===== src/rtl/mult_acc_4bit_if.sv =====
// Term/result handshake bundle for mult_acc_4bit.
// The master drives the terms and consumes the result; the slave is the accumulator.
interface mult_acc_4bit_if #(
  parameter int ACC_W = 12
);
  logic             start;
  logic [3:0]       a;
  logic [3:0]       b;
  logic             in_valid;
  logic             in_ready;
  logic [ACC_W-1:0] acc;
  logic             ovf;
  logic             out_valid;
  logic             out_ready;

  modport master (
    output start, a, b, in_valid, out_ready,
    input  in_ready, acc, ovf, out_valid
  );

  modport slave (
    input  start, a, b, in_valid, out_ready,
    output in_ready, acc, ovf, out_valid
  );
endinterface


===== src/rtl/mult_acc_4bit.sv =====
// Saturating multiply-accumulate over N_TERMS unsigned 4x4 products.
// Products are staged in a register and added one cycle later; the result is held until consumed.
module mult_acc_4bit #(
  parameter int N_TERMS = 4,
  parameter int ACC_W   = 12
) (
  input  logic          clk,
  input  logic          rst,
  mult_acc_4bit_if.slave bus
);
  typedef enum logic [1:0] {IDLE, ACCUM, DRAIN, DONE} state_t;

  localparam logic [ACC_W:0] SUM_MAX  = {1'b0, {ACC_W{1'b1}}};
  localparam logic [3:0]     CNT_LAST = 4'(N_TERMS - 1);

  state_t           r_state;
  logic [3:0]       r_cnt;
  logic [7:0]       r_prod;
  logic             r_prod_vld;
  logic [ACC_W-1:0] r_acc;
  logic             r_ovf;
  logic             r_in_ready;
  logic             r_out_valid;

  logic             w_accept;
  logic [7:0]       w_prod;
  logic [ACC_W:0]   w_sum;
  logic             w_sat;

  // r_in_ready is only ever high in ACCUM, so it alone qualifies acceptance
  assign w_accept = r_in_ready & bus.in_valid;
  assign w_prod   = {4'b0, bus.a} * {4'b0, bus.b};
  assign w_sum    = {1'b0, r_acc} + {{(ACC_W-7){1'b0}}, r_prod};
  assign w_sat    = w_sum > SUM_MAX;

  assign bus.in_ready  = r_in_ready;
  assign bus.out_valid = r_out_valid;
  assign bus.acc       = r_acc;
  assign bus.ovf       = r_ovf;

  always_ff @(posedge clk) begin
    if (rst) begin
      r_state     <= IDLE;
      r_cnt       <= '0;
      r_prod      <= '0;
      r_prod_vld  <= 1'b0;
      r_acc       <= '0;
      r_ovf       <= 1'b0;
      r_in_ready  <= 1'b0;
      r_out_valid <= 1'b0;
    end else begin
      r_prod_vld <= w_accept;
      if (w_accept) r_prod <= w_prod;

      if (r_prod_vld) begin
        if (w_sat) begin
          r_acc <= SUM_MAX[ACC_W-1:0];
          r_ovf <= 1'b1;
        end else begin
          r_acc <= w_sum[ACC_W-1:0];
        end
      end

      case (r_state)
        IDLE: begin
          if (bus.start) begin
            r_state    <= ACCUM;
            r_acc      <= '0;
            r_ovf      <= 1'b0;
            r_cnt      <= '0;
            r_in_ready <= 1'b1;
          end
        end
        ACCUM: begin
          if (w_accept) begin
            r_cnt <= r_cnt + 4'd1;
            if (r_cnt == CNT_LAST) begin
              r_state    <= DRAIN;
              r_in_ready <= 1'b0;
            end
          end
        end
        // the last product lands in acc on this edge
        DRAIN: begin
          r_state     <= DONE;
          r_out_valid <= 1'b1;
        end
        DONE: begin
          if (bus.out_ready) begin
            r_state     <= IDLE;
            r_out_valid <= 1'b0;
          end
        end
        default: r_state <= IDLE;
      endcase
    end
  end

  a_ready_in_accum: assert property (@(posedge clk) disable iff (rst)
    r_in_ready |-> (r_state == ACCUM));
  a_valid_in_done: assert property (@(posedge clk) disable iff (rst)
    r_out_valid == (r_state == DONE));
  a_ovf_saturated: assert property (@(posedge clk) disable iff (rst)
    r_ovf |-> (r_acc == SUM_MAX[ACC_W-1:0]));
endmodule

===== src/flat_wrapper.sv =====
// flat-port wrapper written by rule: the top's interface ports become plain ports
module mult_acc_4bit_flat 
#(
  parameter int N_TERMS = 4,
  parameter int ACC_W   = 12
)
  (clk, rst, bus_start, bus_a, bus_b, bus_in_valid, bus_out_ready, bus_in_ready, bus_acc, bus_ovf, bus_out_valid);
  mult_acc_4bit_if #(.ACC_W(ACC_W)) bus_i ();
  input  logic clk;
  input  logic rst;
  input wire logic [$bits(bus_i.start)-1:0] bus_start;
  input wire logic [$bits(bus_i.a)-1:0] bus_a;
  input wire logic [$bits(bus_i.b)-1:0] bus_b;
  input wire logic [$bits(bus_i.in_valid)-1:0] bus_in_valid;
  input wire logic [$bits(bus_i.out_ready)-1:0] bus_out_ready;
  output wire logic [$bits(bus_i.in_ready)-1:0] bus_in_ready;
  output wire logic [$bits(bus_i.acc)-1:0] bus_acc;
  output wire logic [$bits(bus_i.ovf)-1:0] bus_ovf;
  output wire logic [$bits(bus_i.out_valid)-1:0] bus_out_valid;
  assign bus_i.start = bus_start;
  assign bus_i.a = bus_a;
  assign bus_i.b = bus_b;
  assign bus_i.in_valid = bus_in_valid;
  assign bus_i.out_ready = bus_out_ready;
  assign bus_in_ready = bus_i.in_ready;
  assign bus_acc = bus_i.acc;
  assign bus_ovf = bus_i.ovf;
  assign bus_out_valid = bus_i.out_valid;
  mult_acc_4bit #(.N_TERMS(N_TERMS), .ACC_W(ACC_W)) u_core (.clk(clk), .rst(rst), .bus(bus_i));
endmodule

===== config.mk =====
export PLATFORM = sky130hd
export DESIGN_NAME = mult_acc_4bit_flat
export DESIGN_NICKNAME = d
export VERILOG_FILES = /design/src/rtl/mult_acc_4bit_if.sv /design/src/rtl/mult_acc_4bit.sv /design/src/flat_wrapper.sv
export SDC_FILE = /design/constraint.sdc
export NUM_CORES = 1
export LEC_CHECK = 0
export BUFFER_PORTS_ARGS = -buffer_cell sky130_fd_sc_hd__buf_2
export CELL_PAD_IN_SITES_DETAIL_PLACEMENT = 0
export CELL_PAD_IN_SITES_GLOBAL_PLACEMENT = 2
export CORE_MARGIN = 4
export CORE_UTILIZATION = 31
export CTS_CLUSTER_SIZE = 20
export DETAILED_ROUTE_END_ITERATION = 6
export PLACE_DENSITY_LB_ADDON = 0.1
export SLEW_MARGIN = 20
export SYNTH_ARGS = -nofsm -noshare
export SYNTH_HDL_FRONTEND = slang
export SYNTH_SLANG_ARGS = --single-unit

===== constraint.sdc =====
create_clock -name clk -period 3.1 [get_ports clk]
set_input_delay 0.62 -clock clk [delete_from_list [all_inputs] [get_ports clk]]
set_output_delay 0.62 -clock clk [all_outputs]
set_load 0.05 [all_outputs]

==> results.cfg <==
[route]
dr.first_iter.drc_count = 45
postRouteAntennaNets = 0
avgViaCountPerCell = 4.86
vias = 1695
firstDrtPassIters = 4
drc_errors = 0
wl_um = 4340
avgRoutedWirePerCell_um = 12.4

[cts]
post_cts_resized = 0
cts_hold_buf = 0
h-tree-depth = 2
postCtsSetupRepairBufs = 0
clk_latency_ns = 0.28
cts_buffer_depth = 2
clkTransAtPathRegs_ns = 0.07
cts.sinks = 30
cts_buffers = 5
cts_tree = yes
root_buffer = clkbuf_8

[pwr]
power_density_mw_per_mm2 = 548
p_total_mw = 1.30
pwr-share-seq_pct = 37.0
peakVddDrop_v = 0.000282
p_sw_uw = 499
p_int_uw = 804
p_clk_share_pct = 25.0
p_leak_nw = 1.06
swShare_pct = 38.3
p_comb_share_pct = 37.9

[critical_path]
critical_path.slowest_cell = fa_1
worstPathCellList = buf_2 > nand2_1 > fa_1 > fa_1 > inv_1 > fa_1 > a21o_1 > a21oi_1 > xnor2_1 > nand2_1 > a21oi_1
cp-endpoint = u_core.r_prod[6]
reg2reg_slack_ns = 0.94
critPathRequiredTime_ns = 3.31
crit_start = bus_a[0]
r2r_cells = 8
crit_path_end_kind = flip-flop
critPathLaunchType = input pin
worst-path-max-fanout = 2
cpPeakStageDelay_ns = 0.54
cp_data_arrival_time_ns = 3.03
timing.rr.end = u_core.bus.acc[10]
crit_top_cell = fa_1
crit_type = in2reg
reg2reg_from = u_core.r_prod[0]

[layout]
nFillCells = 685
syn2layout_area_growth_pct = 16.5
final_cells = 349
drive_above_1_share_pct = 18.4
n_antenna_cell = 0
final_net_count = 314

[place]
dp.cells = 341
io_buffers = 27
post-place-ws_ns = -0.0432
routabilityCongestion = 0.716
dpl.hpwl_um = 3440

[floorplan]
initial_utilization_pct = 32.0
die_area_sq_mm = 0.00795
coreArea_sq_mm = 0.00639
die_w_um = 89.2
top_level_ports = 28
std_cell_rows = 29
die_h_um = 89.2

[logic_synthesis]
synth.yosys.seq_area_share_pct = 29.4
yosys.area.top_type_share_pct = 29.4
yosys-top-cells-area = dfxtp_1 (29%), ha_1 (15%), nand2_1 (5.3%)
netlist_area_sq_mm = 0.00204
synth.avg_cell_area_sq_um = 8.58
syn-num-nets = 281
synth_seq_cells = 30
ys_warn_count = 0
yosysTopAreaCell = dfxtp_1
ys_types = 42
synthesis.instances = 238

[timing]
fmax_mhz = 354
rsz0062_at_grt = false
holdWs_ns = 0.461
final.period_utilization_pct = 91.0
max_slew_margin_pct = 62.8
fin_ws_ns = 0.279
fin_skew_ns = 0.00723
fin_crit_ns = 2.82
slew_violations = 0
fin_setup_tns_ns = 0
setup_viol = 0
hold_viol_final = 0
worst_pin_slew_ns = 0.557

[global_routing]
grt_overflow_total = 0
grt_antenna_before_repair = 0
grt_use_total_pct = 12.1
grt_start_max_net_pins = 19
grt_pass1_vias = 1589
grt_pass1_wl_um = 7530

[run_status]
status = finished, final reports clean

[flow_run]
max-cap-violations = 0

[min_path]
hold_class = reg2reg
-- synthesized netlist by cell type (all sizes together) --
master and n:
buf 3, nand2 29, and3 2, a31oi 11
a21o 4, xor2 6, a22oi 1, a31o 2
o22ai 1, nand2b 2, xnor2 5, dfxtp 30
o311ai 1, o21ai 15, inv 16, nand4 3
a211oi 5, nand3b 1, fa 5, o41ai 1
nor4b 1, o21bai 1, ha 25, o311a 1
nand3 4, a21oi 19, o21a 2, clkbuf 4
nor2b 4, mux2i 3, o21ba 1, and2 9
nor3b 2, o211ai 1, nor3 2, nor2 16
-- through the flow --
step / area (sq um) / util, %
floorplan: 2040 / -
global placement: 2290 / 35.8
detailed placement: 2290 / 35.8
CTS: 2380 / 37.3
global route: 2380 / 37.3
finish: 2380 / 37.3
-- worst min path at each step --
stage,from,end,slack (ns),cells past startpoint
finish,u_core.bus.ovf,u_core.bus.ovf,0.46,1
global route,u_core.bus.ovf,u_core.bus.ovf,0.48,1
CTS,u_core.bus.ovf,u_core.bus.ovf,0.47,1
detailed placement,u_core.bus.ovf,u_core.bus.ovf,0.45,1
global placement,u_core.bus.ovf,u_core.bus.ovf,0.44,1
floorplan,u_core.r_prod[5],u_core.r_prod[5],0.44,2
-- kinds of logic (layout without fill, tap and decap cells) --
kind of cell	Yosys count	count (layout)	share of synthesized area [%]
buffers and inverters	23	57	4.41
AND/OR/NAND/NOR	75	75	17.6
adder cells (fa/ha/maj)	30	30	20.2
XOR/XNOR	11	11	4.72
multiplexers	3	3	1.47
AO/OA/AOI/OAI	66	66	22.1
flip-flops	30	30	29.4
-- layout by cell type, fill, tap and decap left out, types with 5 or more instances in the layout --
cell type,instances
a21oi_1,18
a31oi_1,11
and2_1,9
buf_2,27
buf_4,6
clkbuf_8,6
dfxtp_1,30
fa_1,5
ha_1,25
inv_1,16
nand2_1,29
nor2_1,16
o21ai_0,12
xnor2_1,5
xor2_1,6
-- power by group through the flow --
stage	clock (mW)	sequential [mW]	combinational, mW
final	0.326	0.482	0.495
after global placement	0	0.492	0.506
after CTS	0.345	0.483	0.504
after detailed placement	0	0.492	0.501
after floorplan	0	0.540	0.338
after global routing	0.363	0.491	0.563
-- layer usage --
layer	share of wire, %	GRT usage, %	vias to the layer above
met3	4.3	3.04	7
met5	0	0	-
met1	52	16.2	755
met2	42	18.9	28
li1	-	-	905
met4	1.6	4.47	0
-- layout make-up --
class	instances	area, sq um	share of cell area [%]
Clock buffer	7	86.3	3.63
Clock inverter	1	5.00	0.210
Inverter	16	60.1	2.52
Multi-Input combinational cell	185	1350	56.8
Sequential cell	30	601	25.2
Tap cell	77	96.3	4.05
Timing Repair Buffer	33	180	7.57
-- registers in the layout, indices dropped and copies added (netlist names) --
register	count
u_core.r_prod_vld	1
u_core.r_cnt	4
u_core.bus.ovf	1
u_core.r_state	2
u_core.bus.out_valid	1
u_core.r_prod	8
u_core.bus.acc	12
u_core.bus.in_ready	1
-- critical path, delay by kind of cell --
kind / cells / cell delay [ns]
xor gates and xnor gates: 1 / 0.14
adders and majority gates: 3 / 1.48
and+or+nand+nor: 2 / 0.14
AOI/OAI and AO/OA: 3 / 0.49
buffers and inverters: 2 / 0.15
Note: power is estimated with default switching activity, not from simulation.
